<file path="src/rtl/cdb_pkg.sv">
// Shared types and constants for the CDB writeback path.
// Default widths, execution-unit indices and the default-width result entry.
package cdb_pkg;

    localparam int NUM_REQ_DEF = 4;
    localparam int TAG_W_DEF   = 6;
    localparam int DATA_W_DEF  = 32;
    localparam int ID_W_DEF    = 6;

    localparam int EXU_JMP = 0;
    localparam int EXU_LSU = 1;
    localparam int EXU_MDU = 2;
    localparam int EXU_ALU = 3;

    typedef struct packed {
        logic [TAG_W_DEF-1:0]  tag;
        logic [DATA_W_DEF-1:0] wdata;
        logic [ID_W_DEF-1:0]   inst_id;
    } cdb_entry_t;

endpackage

</file>
<file path="src/rtl/rr_arbiter.sv">
// Round-robin arbiter: combinational search from ptr, ptr advances past each winner.
// Works for any NUM_REQ, including non-powers of two.
module rr_arbiter #(
    parameter  int NUM_REQ = 4,
    localparam int IDX_W   = (NUM_REQ > 1) ? $clog2(NUM_REQ) : 1
) (
    input  logic               clk,
    input  logic               rst,
    input  logic               clr_ptr,
    input  logic [NUM_REQ-1:0] req,
    input  logic               adv,
    output logic [NUM_REQ-1:0] gnt,
    output logic [IDX_W-1:0]   gnt_idx
);

    logic [IDX_W-1:0] ptr;
    logic [IDX_W-1:0] ptr_nxt;
    logic             found;

    // NOTE: every signal assigned in always_comb gets a default up front so no path leaves it unassigned (no latch).
    always_comb begin
        gnt     = '0;
        gnt_idx = '0;
        found   = 1'b0;
        for (int off = 0; off < NUM_REQ; off++) begin
            int idx;
            idx = int'(ptr) + off;
            if (idx >= NUM_REQ) idx = idx - NUM_REQ;
            if (!found && req[idx]) begin
                found        = 1'b1;
                gnt[idx]     = 1'b1;
                gnt_idx      = IDX_W'(idx);
            end
        end
    end

    assign ptr_nxt = (gnt_idx == IDX_W'(NUM_REQ - 1)) ? '0 : gnt_idx + 1'b1;

    // NOTE: sequential state uses non-blocking assignments so all registers update together at the edge.
    always_ff @(posedge clk) begin
        if (rst || clr_ptr) begin
            ptr <= '0;
        end else if (adv) begin
            ptr <= ptr_nxt;
        end
    end

endmodule

</file>
<file path="src/rtl/cdb_rr_sched.sv">
// Round-robin CDB writeback scheduler: one holding slot per execution unit,
// one registered broadcast per cycle, flush kills every buffered result.
module cdb_rr_sched
    import cdb_pkg::*;
#(
    parameter int NUM_REQ = NUM_REQ_DEF,
    parameter int TAG_W   = TAG_W_DEF,
    parameter int DATA_W  = DATA_W_DEF,
    parameter int ID_W    = ID_W_DEF
) (
    input  logic                    clk,
    input  logic                    rst,
    input  logic                    flush,
    input  logic [NUM_REQ-1:0]      req_i,
    input  logic [NUM_REQ*TAG_W-1:0]  tag_i,
    input  logic [NUM_REQ*DATA_W-1:0] wdata_i,
    input  logic [NUM_REQ*ID_W-1:0]   inst_id_i,
    output logic [NUM_REQ-1:0]      rdy_o,
    output logic [NUM_REQ-1:0]      grant_o,
    output logic                    cdb_wr,
    output logic [TAG_W-1:0]        cdb_tag,
    output logic [DATA_W-1:0]       cdb_wdata,
    output logic [ID_W-1:0]         cdb_inst_id
);

    localparam int IDX_W = (NUM_REQ > 1) ? $clog2(NUM_REQ) : 1;

    typedef struct packed {
        logic [TAG_W-1:0]  tag;
        logic [DATA_W-1:0] wdata;
        logic [ID_W-1:0]   inst_id;
    } entry_t;

    entry_t             in_e   [NUM_REQ];
    entry_t             slot_q [NUM_REQ];
    logic [NUM_REQ-1:0] slot_v;
    logic [NUM_REQ-1:0] accept;
    logic [IDX_W-1:0]   gnt_idx;
    logic               any_gnt;

    always_comb begin
        for (int i = 0; i < NUM_REQ; i++) begin
            in_e[i] = '{tag:     tag_i[i*TAG_W +: TAG_W],
                        wdata:   wdata_i[i*DATA_W +: DATA_W],
                        inst_id: inst_id_i[i*ID_W +: ID_W]};
        end
    end

    // Flush masks the request vector, so grant_o and the pointer advance are both suppressed.
    rr_arbiter #(.NUM_REQ(NUM_REQ)) u_arb (
        .clk     (clk),
        .rst     (rst),
        .clr_ptr (1'b0),
        .req     (slot_v & {NUM_REQ{~flush}}),
        .adv     (any_gnt),
        .gnt     (grant_o),
        .gnt_idx (gnt_idx)
    );

    assign any_gnt = |grant_o;
    assign rdy_o   = {NUM_REQ{~flush}} & (~slot_v | grant_o);
    assign accept  = req_i & rdy_o;

    // NOTE: slot payloads are not reset; slot_v alone decides whether the contents mean anything.
    always_ff @(posedge clk) begin
        for (int i = 0; i < NUM_REQ; i++) begin
            if (accept[i]) slot_q[i] <= in_e[i];
        end
    end

    always_ff @(posedge clk) begin
        if (rst || flush) begin
            slot_v      <= '0;
            cdb_wr      <= 1'b0;
            cdb_tag     <= '0;
            cdb_wdata   <= '0;
            cdb_inst_id <= '0;
        end else begin
            // A refill in the same edge as the drain keeps the slot full.
            slot_v <= accept | (slot_v & ~grant_o);
            cdb_wr <= any_gnt;
            if (any_gnt) begin
                cdb_tag     <= slot_q[gnt_idx].tag;
                cdb_wdata   <= slot_q[gnt_idx].wdata;
                cdb_inst_id <= slot_q[gnt_idx].inst_id;
            end else begin
                cdb_tag     <= '0;
                cdb_wdata   <= '0;
                cdb_inst_id <= '0;
            end
        end
    end

endmodule
</file>
<file path="config.mk">
export PLATFORM = sky130hd
export DESIGN_NAME = cdb_rr_sched
export DESIGN_NICKNAME = d
export VERILOG_FILES = /design/src/rtl/cdb_pkg.sv /design/src/rtl/rr_arbiter.sv /design/src/rtl/cdb_rr_sched.sv
export SDC_FILE = /design/constraint.sdc
export NUM_CORES = 1
export LEC_CHECK = 0
export ABC_CLOCK_PERIOD_IN_PS = 5500
export CAP_MARGIN = 40
export CELL_PAD_IN_SITES_DETAIL_PLACEMENT = 2
export CELL_PAD_IN_SITES_GLOBAL_PLACEMENT = 2
export CORE_ASPECT_RATIO = 0.5
export CORE_MARGIN = 2
export CORE_UTILIZATION = 34
export CTS_CLUSTER_DIAMETER = 60
export CTS_CLUSTER_SIZE = 25
export DETAILED_ROUTE_END_ITERATION = 16
export GPL_ROUTABILITY_DRIVEN = 0
export PLACE_DENSITY = 0.76
export SYNTH_ARGS = -nofsm -noshare
export SYNTH_HDL_FRONTEND = slang
export SYNTH_SLANG_ARGS = --single-unit
</file>
<file path="constraint.sdc">
create_clock -name clk -period 5.5 [get_ports clk]
set_input_delay 1.1 -clock clk [delete_from_list [all_inputs] [get_ports clk]]
set_output_delay 1.1 -clock clk [all_outputs]
set_load 0.1 [all_outputs]
</file>
# After elaboration in Yosys (flattened, before gate mapping)
# Memory sizes are Yosys's and may differ from the RTL's. A register that Yosys moved wholly into a read port is not among the register bits.
# Cells that the tools add are included.
# word_totals
ff_bits,7
mem_bits_rw,176
in_bits,183
n_memories,1
# memory_table
memory,depth,width,rd,rd_clocked_by_memory_dff,write_ports,line,source
slot_q,4,44,1,1,4,cdb_rr_sched.sv:35,entry_t slot_q [NUM_REQ];
# classes
add_sub_neg,8
order_cmp,12
n_eq_ne,1
mux,44
bitwise_logic,13
reduce_logical,13
# op_table
cell,count
$ge 32x1->1 const B,4
$lt 32x4->1 const B,4
$mux 32,4
$ge 32x4->1 const B,3
$sub 32x4->32 const B,3
$mux 1,23
$or 4x4->4,5
$and 4x4->4,4
$mux 4,4
$mux 2,5
$bmux 1 s2,4
$demux 1 s2,4
$not 4->4,2
$logic_and 1x1->1,7
$add 2x2->3 const B,2
$reduce_or 4->1,1
$sub 2x3->4 const B,1
$add 2x1->3 const B,1
$ge 2x3->1 const B,1
$logic_not 1->1,3
$add 2x1->2 const B,1
$eq 2x2->1 const B,1
$not 1->1,2
$reduce_or 2->1,1
$logic_or 1x1->1,1

# Longest topological paths before layout
# Gate-level depths: netlist of run 1.
# logic_depth
word_depth,20
ltp_mapped,12
mapped_depth_nobuf,8

# Hierarchy
# From an unflattened synthesis of run 1, not the netlist that was laid out.
# unflattened
cells_unflattened,411
area_unflattened_um2,8396.8
# modules_own_cells
module,instances,cells_each,area_per_inst_um2
cdb_rr_sched,1,358,7883.8
rr_arbiter,1,53,513.0

# Worst setup path after synthesis of run 1
# Ideal clock, no wire load.
# synth_path
path_kind,reg2reg
from,reg with a tool-made name
to,"mem slot_q[0][0] (netlist name), enable pin"
setup_ns,0.406
t_arrival_ns,4.943
required_time_ns,5.094
slack_ns,0.151
path_stages_with_launch,11
n_path_buf,2
period_less_slack_ns,5.349
cell_sequence,dfxtp_1 -> buf_2 -> inv_1 -> ha_1 -> clkbuf_1 -> or2_2 -> o22ai_1 -> a31o_2 -> a221o_1 -> o21a_1 -> and2_1
# synth_lines
item,line
"end, declared",cdb_rr_sched.sv:35

==> results of run 1 <==
[worst max-delay path: cells and delay by family (launching register included)]
kind	cells	cell delay, ps
compound gates	4	1220
fa+ha+maj	1	510
buf+inv	2	660
flops	1	810
simple gates	1	320
[cell families after synthesis]
group / after synthesis / synth area share, %
adder cells (fa/ha/maj): 8 / 1.19
AO/OA/AOI/OAI: 34 / 3.57
buffers and inverters: 29 / 2.26
multiplexers: 48 / 12.4
AND/OR/NAND/NOR: 76 / 5.48
flip-flops: 227 / 75.0
XOR/XNOR: 1 / 0.104
[worst paths after layout]
| path | start | endpoint | slack (ps) | depth (start not counted) |
|---|---|---|---|---|
| setup / recovery | flip-flop | rdy_o[0] | 390 | 8 |
| hold / removal | slot_q[3][19] | cdb_wdata[13] | 680 | 2 |
| setup reg to reg | flip-flop | cdb_wdata[19] | 910 | 9 |
| hold reg to reg | slot_q[3][19] | cdb_wdata[13] | 680 | 2 |
[flip-flops by register name (all words and copies together), names as in the netlist, named ones only]
register / count
cdb_tag: 6
slot_v: 4
slot_q: 176
cdb_inst_id: 6
cdb_wdata: 32
cdb_wr: 1
u_arb.ptr: 1
[per-layer routing]
| metal | GRT usage (%) | wire length, µm | up-vias | share of wire, % |
|---|---|---|---|---|
| li1 | - | - | 2237 | - |
| met2 | 43.6 | 17000 | 168 | 55 |
| met4 | 8.38 | 889 | 0 | 2.9 |
| met1 | 28.0 | 11700 | 2752 | 38 |
| met3 | 3.37 | 1200 | 49 | 3.9 |
| met5 | 0 | 0 | - | 0 |
[per-stage QoR]
step	util, %	worst slack, ps	hold WS, ps	std cells	cell area, µm²
floorplan	-	151	586	423	8410
global placement	46.2	1020	640	986	11100
detailed placement	50.4	786	665	1031	12200
CTS	52.1	491	686	1053	12600
global route	52.2	157	715	1061	12600
finish	52.2	393	681	1063	12600
[power by group]
group / switching [µW] / leakage, µW / total, µW / internal, µW
logic: 1110 / 0.00208 / 1940 / 833
clock network: 603 / 0.000201 / 1100 / 495
registers: 90.4 / 0.00206 / 2090 / 2000
[cells in the final DEF, fill, tap and decap left out, types with 6 or more instances in the layout]
cell type | netlist | routed
clkbuf_16 | 0 | 13
nor2_1 | 7 | 7
and2b_1 | 6 | 6
inv_1 | 9 | 9
diode_2 | 0 | 10
buf_4 | 3 | 18
buf_16 | 0 | 28
mux4_2 | 45 | 45
dfxtp_1 | 51 | 51
clkdlybuf4s50_1 | 0 | 227
o21a_1 | 8 | 8
buf_8 | 0 | 17
edfxtp_1 | 176 | 176
ha_1 | 8 | 8
nor2b_1 | 39 | 39
[area by class of cell]
class                      count  area, µm²
timing repair buffer         292       3470
sequential                   227       6310
fill                        2108      11500
inverter                       9       33.8
multi-input combinational    167       1930
tap                          336        420
clock buffer                  19        378
clock inverter                 3       30.0
antenna                       10       25.0
==> flow_summary.ini, run 1 <==
[worst_setup_path]
cp-start-kind = flip-flop
cp-end-kind = output port
cp_cell_sequence = inv_1, ha_1, or2_2, o22ai_1, a31o_2, a221o_1, o21a_1, buf_4
max_stage_delay_ps = 810
path_class = flip-flop to output port
slowest_stage = dfxtp_1
cp_max_fo = 17
crit_required_ps = 4400
arrival_ps = 4010

[die]
die_height_um = 115
rows = 40
core_area_um2 = 24100
die_x_um = 226
dieArea_um2 = 26100
ioPinCount = 236
initial_core_util_pct = 34.9

[synthesis]
synth_top_area_share_pct = 62.8
synth_area_leaders = edfxtp_1 (63%), dfxtp_1 (12%), mux4_2 (12%), nor2b_1 (2.9%), buf_6 (1.2%)
synth_warnings = 0
synth_top_area_cell = edfxtp_1
synth_flop_cell = edfxtp_1
syn-cell-area_um2 = 8410
syn-num-nets = 614
synth-seq-area-share_pct = 75.0
async_flop_share_pct = 0
syn_area_per_cell_um2 = 19.9
synth-edff-count = 176
ys_top_cells_by_count = edfxtp_1 (176), dfxtp_1 (51), mux4_2 (45)
synthMostInstantiatedCell = edfxtp_1
synth_cell_types = 40
ys_ff_latch = 227
synth_cells = 423

[clock_network]
cts-hold-fix-buffers = 0
postCtsResizedCells = 0
clock-root-buffer = clkbuf_16
clk_latency_ps = 510
htreeDepth = 1
cts-buffers-inserted = 13
post_cts_buffers = 0
cts.path.max_buffers = 3
clock_sinks = 227
clk_pin_slew_ps = 100
cts_tree = yes

[placement]
hpwl_um = 21000
port_buffers = 235

[routing]
routedWlPerCell_um = 29.0
vias = 5206
viasPerCell = 4.90
drt.antenna.violating_nets = 0
drtIter0Drc = 377
wl_um = 30800
dr.pass1.iters = 6
drc = 0

[timing]
period_needed_ps = 5110
worstMarginPinSlew_ps = 886
period_share_pct = 92.9
rsz0062_at_grt = no
skew_ps = 38.2
slew_headroom_pct = 39.4
fin_tns_setup_ps = 0
hold_viol_final = 0
drv_slew = 0
setup-violations-final = 0
fmax_ghz = 0.196

[pwr]
p_leak_uw = 0.00434
powerDensity_nw_per_um2 = 408
p_total_uw = 5130
vdd_drop_max_v = 0.000184

[cells_and_area]
synthToLayoutAreaGrowth_pct = 49.8
drive_gt1_share_pct = 19.9
layout.nets = 901

[global_routing]
grt_use_total_pct = 23.4
overflow = 0
grt_pass1_vias = 5980
antenna_found_initial = 6
grt_pass1_wl_um = 43300
grt_max_degree = 46

[hold_path]
min_path_type = flip-flop to flip-flop

[outcome]
status = completed

[flow_run]
maxCapViolCount = 0
No activity file was read; power rests on OpenSTA's default activity.
==> run 2: changes to the inputs <==
--- a/config.mk
+++ b/config.mk
@@ -5,7 +5,6 @@
 export SDC_FILE = /design/constraint.sdc
 export NUM_CORES = 1
 export LEC_CHECK = 0
-export ABC_CLOCK_PERIOD_IN_PS = 5500
 export CAP_MARGIN = 40
 export CELL_PAD_IN_SITES_DETAIL_PLACEMENT = 2
 export CELL_PAD_IN_SITES_GLOBAL_PLACEMENT = 2
==> results of run 2 <==
Same layout as run 1: the final DEF is identical, and so are final timing and power.
